**config.mk**
```make
export PLATFORM = sky130hd
export DESIGN_NAME = pc_fetch_controller
export DESIGN_NICKNAME = d
export VERILOG_FILES = /design/src/rtl/pc_fetch_controller.sv
export SDC_FILE = /design/constraint.sdc
export NUM_CORES = 1
export LEC_CHECK = 0
export ABC_CLOCK_PERIOD_IN_PS = 4600
export CAP_MARGIN = 20
export CORE_MARGIN = 4
export CORE_UTILIZATION = 40
export DETAILED_ROUTE_END_ITERATION = 8
export PLACE_DENSITY_LB_ADDON = 0.2
export SLEW_MARGIN = 20
export SYNTH_ARGS = -nofsm -noshare
export SYNTH_HDL_FRONTEND = slang
export SYNTH_SLANG_ARGS = --single-unit
```
**constraint.sdc**
```tcl
create_clock -name Clk -period 4.6 [get_ports Clk]
set_clock_uncertainty 0.2 [all_clocks]
set_input_delay 0.92 -clock Clk [delete_from_list [all_inputs] [get_ports Clk]]
set_output_delay 0.92 -clock Clk [all_outputs]
set_load 0.02 [all_outputs]
```
**src/rtl/pc_fetch_controller.sv**
```systemverilog
// PC fetch controller: owns the fetch PC, issues instruction-memory requests,
// and applies branch/jump redirects. Redirects that arrive while a fetch is
// outstanding are held in a pending slot until the ack returns.
module pc_fetch_controller #(
  parameter logic [31:0] RESET_PC = 32'h0000_0000
) (
  input  logic        Clk,
  input  logic        Reset,
  input  logic        Stall,
  input  logic        BranchTaken,
  input  logic [31:0] BranchTarget,
  input  logic        Jump,
  input  logic [31:0] JumpTarget,
  input  logic        IMemAck,
  output logic        IMemReq,
  output logic [31:0] PCResult,
  output logic [31:0] PCAddResult,
  output logic        FetchValid,
  output logic [15:0] FetchCount
);

  typedef enum logic [1:0] {IDLE, FETCH, HOLD} state_t;

  state_t      state;
  logic        pend;
  logic [31:0] pend_tgt;
  logic        redir;
  logic [31:0] redir_tgt;

  // Sequential next-PC; wraps naturally at 2^32.
  assign PCAddResult = PCResult + 32'd4;

  // Jump outranks branch; targets are always word aligned.
  always_comb begin
    redir     = Jump | BranchTaken;
    redir_tgt = (Jump ? JumpTarget : BranchTarget) & 32'hFFFF_FFFC;
  end

  // Fetch state machine; IMemReq and FetchValid are registered with the state.
  always_ff @(posedge Clk or negedge Reset) begin
    if (!Reset) begin
      state      <= IDLE;
      PCResult   <= RESET_PC;
      IMemReq    <= 1'b0;
      FetchValid <= 1'b0;
      FetchCount <= 16'h0000;
      pend       <= 1'b0;
      pend_tgt   <= 32'h0000_0000;
    end else begin
      FetchValid <= 1'b0;
      case (state)
        IDLE: begin
          if (redir) PCResult <= redir_tgt;
          state   <= FETCH;
          IMemReq <= 1'b1;
        end
        FETCH: begin
          if (IMemAck) begin
            if (redir) begin
              // A fresh redirect beats anything already pending.
              PCResult <= redir_tgt;
              pend     <= 1'b0;
            end else if (pend) begin
              // Instruction fetched on the wrong path: discard it.
              PCResult <= pend_tgt;
              pend     <= 1'b0;
            end else if (Stall) begin
              state   <= HOLD;
              IMemReq <= 1'b0;
            end else begin
              PCResult   <= PCAddResult;
              FetchValid <= 1'b1;
              FetchCount <= FetchCount + 16'd1;
            end
          end else if (redir) begin
            // Fetch still outstanding; remember the latest target.
            pend     <= 1'b1;
            pend_tgt <= redir_tgt;
          end
        end
        HOLD: begin
          if (redir) PCResult <= redir_tgt;
          if (!Stall) begin
            state   <= FETCH;
            IMemReq <= 1'b1;
          end
        end
        default: begin
          state   <= IDLE;
          IMemReq <= 1'b0;
        end
      endcase
    end
  end

endmodule

```
==> results.toml, run 1 <==
[flow_run]
maxCapViolCount = 0

[synth]
synthSimpleGateAreaFrac_pct = 17.7
synth-xor-area-share_pct = 7.95
ys_seq_area_share_pct = 42.2
synth_warnings = 0
ys_async_sr_fraction_pct = 100
synth_edf_count = 0
synth_fa_ha_area_share_pct = 0.528
syn-cell-area_um2 = 4740
syn_inst = 504
ys_seq_elements = 80
yosys_most_used_dff = "dfrtp_1"
synth-compound-area-share_pct = 17.0
synth_cell_types = 61
muxShareOfSynthArea_pct = 10.1
syn_area_per_cell_um2 = 9.40
synth_top_family_by_area = "simple AND/OR/NAND/NOR gates"

[outcome]
status = "complete, no violations"

[sta]
setup_ws_ps = 366
fin_crit_sh_pct = 92.0
setup_viol_count_final = 0
relSlewSlack_pct = 32.0
tightestPinTransition_ps = 1010
whs_ps = 282
slew_violations = 0
grt_setup_unrepaired = "no"
tns_ps = 0
min_period_ps = 4230
timing.final.hold_violations = 0
fmax_mhz = 236

[grt]
grt_pass1_vias = 4204
met2_usage_pct = 33.9
gr-total-overflow = 0
use_met3_pct = 4.63
grt_max_degree = 81
grtUsageTotal_pct = 21.0
grt_pass1_wl_um = 22400
top_usage_layer = "met2"
antenna_found_initial = 0
met1_usage_pct = 28.9

[worst_setup_path]
crit_buf_inv = 1
crit_cells = 7
cpLargestDelayFamily = "simple AND/OR/NAND/NOR gates"
endpoint_kind = "output port"
cpMaxStageDelayCell = "clkdlybuf4s50_1"
worst_path_largest_cell_delay_ps = 620
critPathRequiredTime_ps = 3480
cp-start-kind = "flip-flop"
reg2reg_depth = 5
path_cells = "ha_1, nand4_1, nor3_2, nand2_1, nor2_1, xor2_1, clkdlybuf4s50_1"
crit_arrival_ps = 3110
crit_type = "flip-flop to output port"
crit_fanout = 8

[die]
ioPinCount = 152
dieArea_um2 = 13700
die_h_um = 117
core_um2 = 11500
start_util_pct = 41.1
num_rows = 39
dieWidth_um = 117

[route]
vias_per_cell = 5.57
via_count = 4340
postRouteAntennaNets = 0
drtIter0Drc = 247
drc = 0
post_drt_wl_per_cell_um = 18.0
drt_first_pass_iters = 6
routed_wl_um = 14000

[power_and_ir_drop]
irDropWorstVdd_uv = 194
power.switching_mw = 0.897
cellPowerDensity_nw_per_um2 = 386
combPwrFrac_pct = 35.8
p_leak_nw = 2.62
netSwitchingFraction_pct = 35.5
p_clk_share_pct = 25.6
total_power_mw = 2.53
seq_power_share_pct = 38.6
intPower_mw = 1.63

[clocking]
cts_sinks = 80
ctsResizeCount = 0
postCtsSetupRepairBufs = 0
clk_pin_slew_ps = 60
postCtsHoldBufs = 0
cts_max_level = 3
cts_buffers = 9
clockBufferDepth = 2
clockRootBuffer = "clkbuf_16"
cts_tree = "done"
clk_latency_ps = 340

[placement]
placed_area_um2 = 6270
portBuffers = 143
preCtsSetupSlack_ps = 733
dp_cells = 763
gp_congestion = 0.875
dpl.hpwl_um = 10300

[cells_and_area]
stdcell_area_um2 = 6540
utilization_pct = 56.8
antenna_cells = 0
fillers = 1044
nets = 703
regArea_um2 = 2000
area_growth_pct = 38.1
multiInputGateArea_um2 = 2560
final_cells = 779
post_route_cells_drive_above_1_share_pct = 9.75

[hold_path]
min_path_type = "flip-flop to flip-flop"
hold_path_depth = 1
==> power groups by stage <==
stage / combinational [mW] / clock (mW) / sequential (mW)
floorplan: 0.436 / 0 / 1.02
CTS: 0.914 / 0.665 / 0.973
global placement: 0.894 / 0 / 0.977
finish: 0.906 / 0.648 / 0.975
global route: 0.976 / 0.700 / 0.998
detailed placement: 0.909 / 0 / 0.984
==> path summary, 6_finish.rpt <==
kind                                       startpoint                    endpoint  slack [ps]
min in group asynchronous                       Reset  FetchCount[15]$_DFFE_PN0P_         420
setup / recovery              PCResult[2]$_DFFE_PN0P_             PCAddResult[24]         370
hold / removal             FetchCount[15]$_DFFE_PN0P_  FetchCount[15]$_DFFE_PN0P_         280
hold reg to reg            FetchCount[15]$_DFFE_PN0P_  FetchCount[15]$_DFFE_PN0P_         280
max in group asynchronous                       Reset    PCResult[24]$_DFFE_PN0P_        3270
setup reg to reg                     pend$_DFFE_PN0P_    PCResult[16]$_DFFE_PN0P_        1860
==> cell families after synthesis <==
| logic type | Yosys count |
|---|---|
| and+or+nand+nor | 164 |
| AOI/OAI and AO/OA | 122 |
| DFF | 80 |
| buffers and inverters | 47 |
| muxes | 45 |
| xor gates and xnor gates | 43 |
| adders and majority gates | 2 |
| other | 1 |
==> cell usage in the layout (no fill, tap or decap), types with 3 or more instances in the layout <==
master	netlist	final
xnor2_1	29	29
a221o_1	6	6
o221ai_1	5	5
clkdlybuf4s50_1	0	141
inv_1	9	9
o31ai_1	5	5
clkbuf_16	0	9
a31oi_1	4	4
nand2_1	42	42
and2_1	5	5
or3_1	9	9
nor3_1	13	13
and3_1	4	4
buf_4	5	7
nand3b_1	3	3
o21ai_0	21	21
nand4_1	15	15
mux2_2	23	23
nor2_1	41	41
dfrtp_1	80	80
and4_1	3	3
o21a_1	3	3
conb_1	1	4
a22oi_1	3	3
xor2_1	14	14
a2bb2oi_1	7	7
mux2i_1	22	22
nand3_1	13	13
a21oi_1	48	47
==> worst register-to-register path: stages, from the launching register on <==
cell and delay [ps]:
dfrtp_1 700, o21ai_0 450, a21o_1 670, buf_4 350, a21oi_1 70, o22a_2 200
==> routing by layer <==
layer / vias to the layer above / share of wire, %
met2: 175 / 47
met1: 2065 / 44
met3: 12 / 7.2
li1: 2088 / -
met4: 0 / 1.0
met5: - / 0
==> synth_stat cells, types with 6 or more instances <==
| cell type | count | area (um2) |
|---|---|---|
| a21oi_1 | 48 | 240 |
| a221o_1 | 6 | 60.1 |
| a2bb2oi_1 | 7 | 61.3 |
| buf_2 | 11 | 55.1 |
| clkbuf_1 | 19 | 71.3 |
| dfrtp_1 | 80 | 2000 |
| inv_1 | 9 | 33.8 |
| mux2_2 | 23 | 259 |
| mux2i_1 | 22 | 220 |
| nand2_1 | 42 | 158 |
| nand3_1 | 13 | 65.1 |
| nand4_1 | 15 | 93.8 |
| nor2_1 | 41 | 154 |
| nor3_1 | 13 | 65.1 |
| o21ai_0 | 21 | 105 |
| or3_1 | 9 | 56.3 |
| xnor2_1 | 29 | 254 |
| xor2_1 | 14 | 123 |
==> final cells by class <==
class                           count  area share, %
Clock buffer                       11           3.56
Clock inverter                      5          0.516
Tap cell                          143           2.73
Inverter                            9          0.516
Timing Repair Buffer              151           22.9
Sequential cell                    80           30.6
Multi-Input combinational cell    380           39.2
==> registers in the layout, summed over array words and instances, names as in the netlist <==
name	count
pend	1
FetchCount	16
FetchValid	1
pend_tgt	30
state	2
PCResult	30
(Power assumes the default switching activity.)
==> run 2, diff against run 1 <==
- SKIP_LAST_GASP: default -> 1
==> results of run 2 <==
The final DEF is identical to that of run 1; final timing and power are the same.
==> run 3, diff against run 2 <==
- SLEW_MARGIN: 20 -> 25
==> results of run 3 <==
The final DEF is identical to that of run 1; final timing and power are the same.
==> variant 1: new RTL, config.mk and constraints of run 2 <==
Put one more register stage on the output `FetchCount`, without a reset. The value now appears one clock later. The other outputs are not delayed to match.
--- a/src/rtl/pc_fetch_controller.sv
+++ b/src/rtl/pc_fetch_controller.sv
@@ -22,4 +22,6 @@
   typedef enum logic [1:0] {IDLE, FETCH, HOLD} state_t;
 
+  logic [15:0] FetchCount_s0;
+
   state_t      state;
   logic        pend;
@@ -44,5 +46,5 @@
       IMemReq    <= 1'b0;
       FetchValid <= 1'b0;
-      FetchCount <= 16'h0000;
+      FetchCount_s0 <= 16'h0000;
       pend       <= 1'b0;
       pend_tgt   <= 32'h0000_0000;
@@ -71,5 +73,5 @@
               PCResult   <= PCAddResult;
               FetchValid <= 1'b1;
-              FetchCount <= FetchCount + 16'd1;
+              FetchCount_s0 <= FetchCount_s0 + 16'd1;
             end
           end else if (redir) begin
@@ -94,4 +96,8 @@
   end
 
+  always_ff @(posedge Clk) begin
+    FetchCount <= FetchCount_s0;
+  end
+
 endmodule
 
Check against the original RTL: not equivalent (Yosys sat finds a counterexample within 4 cycles, from zero or initial values and one cycle with Reset low).
==> variant 1 against run 2 <==
  * Highest routed layer unchanged
  * Largest power group unchanged
  * Utilization decreased by 1.5 points
  * Wire length increased by 6.1%
  * Sequential cell count increased by 16
  * Final area increased by 7.2%
  * Worst setup slack got worse by 0.047 ns
  * Area after synthesis increased by 9.3%
  * Cell count increased by 10%
  * Total power increased by 10%
==> variant 1: results (changes against run 2) <==
| Metric | Value |
|---|---|
| DP Worst Slack | 0.669 ns (-0.0640 ns) |
| Worst R2R End | FetchCount_s0[12]$_DFFE_PN0P_ |
| Register area share after synthesis | 44.8% (+2.6 points) |
| Global-route met3 utilization | 5.48% (+0.85 points) |
| Tmin final | 4.28 ns (+0.0468 ns) |
| FFs w/ async S/R, synth | 83.3% (-17 points) |
| CP Data Arrival Time | 3.16 ns (+0.05 ns) |
| Synthesized area per cell | 9.33 um2 (-0.75%) |
| Status | finished clean |
| WHS Endpoint | FetchCount[15]$_DFF_P_ |
| Slowest stage delay, CP | 0.71 ns (+0.09 ns) |
| Hold path cells | 0 (-1) |
| Comb power | 935 uW (+3.2%) |
| Final nets | 753 (+7.1%) |
| DR WL met3 | 1250 um (+25%) |
| Sw Ratio | 35.2% (-0.22 points) |
| Vias in the first global route | 4568 (+8.7%) |
| Clock share of power | 26.3% (+0.7 points) |
| Post-placement cell area | 6720 um2 (+7.1%) |
| Largest registers | PCResult: 30 flops, pend_tgt: 30 flops |
| Worst hold margin | 0.193 ns (-0.0896 ns) |
| Crit-path slowest cell | nor4_1 |
| Reg2Reg Setup Slack | 1.91 ns (+0.05 ns) |
| Pleak | 2.79 nW (+6.5%) |
| Worst setup endpoint | PCAddResult[20] |
| RePlAce Congestion | 0.860 (-1.7%) |
| First-pass GRT wire length | 23600 um (+5.3%) |
| GR Util met1 | 26.6% (-2.3 points) |
| Peak supply drop | 0.243 mV (+25%) |
| Final Non-Filler Cells | 858 (+10%) |
| Slew headroom | 39.8% (+7.7 points) |
| Crit-path max FO | 6 (-2) |
| Worst Hold Launch | FetchCount_s0[15]$_DFFE_PN0P_ |
| Routed wire length | 14800 um (+6.1%) |
variant 1: cell count changes after synthesis, sizes merged, moves of 4 or more:
| cell | delta |
|---|---|
| nor2 | +15 |
| a21oi | +13 |
| and3 | +4 |
| nand3 | +6 |
| a221o | -6 |
| nand4 | -6 |
| mux2i | +8 |
| mux2 | -11 |
| and4 | +4 |
| o221ai | -5 |
| nor3 | +12 |
| dfxtp | +16 |
| nand2 | -9 |
| nand2b | +6 |
variant 1: layout make-up:
class	count	area, um2
Inverter	9	33.8
Tap cell	172	215
Clock buffer	10	239
Fill cell	1173	5660
Sequential cell	96	2320
Clock inverter	6	52.6
Timing Repair Buffer	151	1490
Multi-Input combinational cell	414	2670
variant 1: cells by family (layout without fill, tap and decap cells):
logic type      Yosys count  in the layout  share of synthesized area, %
simple gates            193            193                          19.6
compound gates          130            130                          15.2
flops                    96             96                          44.8
buf+inv                  48            176                          4.13
xor+xnor                 43             43                          7.27
mux                      42             42                          8.41
fa+ha+maj                 2              2                         0.483
other cells               1              4                        0.0724
==> variant 2: new RTL, flow settings as in run 2 <==
Made on the original files. Make the reset (`Reset`) synchronous in one clocked block.
--- a/src/rtl/pc_fetch_controller.sv
+++ b/src/rtl/pc_fetch_controller.sv
@@ -38,5 +38,5 @@
 
   // Fetch state machine; IMemReq and FetchValid are registered with the state.
-  always_ff @(posedge Clk or negedge Reset) begin
+  always_ff @(posedge Clk) begin
     if (!Reset) begin
       state      <= IDLE;
Check against the original RTL: differs if Reset is asserted again (counterexample within 4 cycles, from zero or initial values and one cycle with Reset low); with Reset held inactive, the same outputs for 4 cycles.
==> variant 2 against run 2 <==
  * First-iteration DRC count rose by 60%
  * Area after synthesis barely moved
  * Worst setup slack got worse by 0.17 ns
  * Sequential cell count did not move
  * Total power fell by 19%
  * Hold slack improved by 0.017 ns
  * Wire length rose by 11%
  * Critical endpoint is now PCAddResult[30]
  * Final area rose by 0.63%
  * Global-route usage rose by 1.4 points
==> variant 2: results (changes against run 2) <==
| Metric | Value |
|---|---|
| FFs w/ async S/R, synth | 0% (-100 points) |
| Final nets | 791 (+13%) |
| GR Util All Layers | 22.4% (+1.4 points) |
| Initial DRC count | 394 (+60%) |
| RePlAce Congestion | 0.853 (-2.4%) |
| WL/cell | 17.9 um (-0.31%) |
| Peak supply drop | 0.184 mV (-5.1%) |
| Worst R2R End | PCResult[21]$_SDFFE_PN0P_ |
| Critical Path Start | PCResult[2]$_SDFFE_PN0P_ |
| Layout cells sized above 1 | 7.18% (-2.6 points) |
| Filler Cell Count | 1094 (+4.8%) |
| CP Data Arrival Time | 3.28 ns (+0.17 ns) |
| Pleak | 2.40 nW (-8.2%) |
| Slowest stage delay, CP | 0.69 ns (+0.07 ns) |
| Distinct cells, synth | 62 (+1.6%) |
| Crit-path slowest cell | or4_4 |
| Reg2Reg Depth | 6 (+1) |
| Max Clock Freq | 227 MHz (-3.9%) |
| Reg2Reg Setup Slack | 1.50 ns (-0.36 ns) |
| WHS Endpoint | pend_tgt[18]$_SDFFE_PN0P_ |
| Status | finished clean |
| Hpwl dp | 11100 um (+7.6%) |
| Post-placement cell area | 6260 um2 (-0.18%) |
| Largest net degree at the start of global routing | 50 (-38%) |
| Hold path cells | 2 (+1) |
| Synth Flop Type | dfxtp_1 |
-- variant 2: power breakdown --
part / internal [mW] / switching [mW] / leakage, nW
sequential: 0.737 / 0.0634 / 0.657
combinational: 0.230 / 0.245 / 1.59
clock: 0.489 / 0.286 / 0.152
-- variant 2: per-stage QoR --
step | utilization, % | hold WS (ns) | instances | setup slack (ns)
after floorplan | - | 0.251 | 598 | 1.09
after global placement | 54.4 | 0.268 | 851 | 0.636
after detailed placement | 54.4 | 0.288 | 851 | 0.559
after CTS | 57.2 | 0.302 | 867 | 0.192
after global routing | 57.2 | 0.318 | 867 | 0.0393
final | 57.2 | 0.299 | 867 | 0.196
-- variant 2: per-layer routing --
| metal | wire [um] | global-route usage [%] | part of all wire (%) | vias to the layer above |
|---|---|---|---|---|
| met5 | 0 | 0 | 0 | - |
| met4 | 152 | 6.65 | 0.98 | 0 |
| met3 | 1290 | 4.68 | 8.3 | 11 |
| met2 | 7380 | 37.9 | 48 | 208 |
| met1 | 6700 | 28.9 | 43 | 2355 |
| li1 | - | - | - | 2412 |
-- variant 2: kinds of logic after synthesis --
| group | count (synthesis) | synth area share (%) |
|---|---|---|
| AND/OR/NAND/NOR | 244 | 25.4 |
| AO/OA/AOI/OAI | 137 | 20.0 |
| flip-flops | 80 | 33.8 |
| buffers and inverters | 56 | 5.02 |
| XOR/XNOR | 38 | 7.18 |
| multiplexers | 37 | 8.03 |
| adder cells (fa/ha/maj) | 2 | 0.528 |
| other | 1 | 0.0791 |
-- variant 2: worst max-delay path by stage --
| stage | to | slack, ns | cells past startpoint |
|---|---|---|---|
| after floorplan | PCAddResult[30] | 1.09 | 6 |
| after global placement | PCAddResult[30] | 0.64 | 6 |
| after detailed placement | PCAddResult[30] | 0.56 | 6 |
| after CTS | PCAddResult[30] | 0.19 | 6 |
| after global routing | PCAddResult[30] | 0.04 | 6 |
| final | PCAddResult[30] | 0.20 | 6 |
-- variant 2: cell type report --
| class | instances | area (um2) | area share (%) |
|---|---|---|---|
| timing repair buffer | 155 | 1520 | 23.0 |
| multi-input combinational | 462 | 2920 | 44.4 |
| clock buffer | 11 | 243 | 3.69 |
| inverter | 11 | 41.3 | 0.627 |
| sequential | 80 | 1600 | 24.3 |
| clock inverter | 5 | 80.1 | 1.22 |
| tap | 143 | 179 | 2.72 |
-- variant 2: worst max-delay path, delay by kind of cell (launching register included) --
kind	cells	cell delay, ns
and+or+nand+nor	3	1.47
buffers and inverters	1	0.63
DFF	1	0.44
adders and majority gates	1	0.22
xor gates and xnor gates	1	0.17
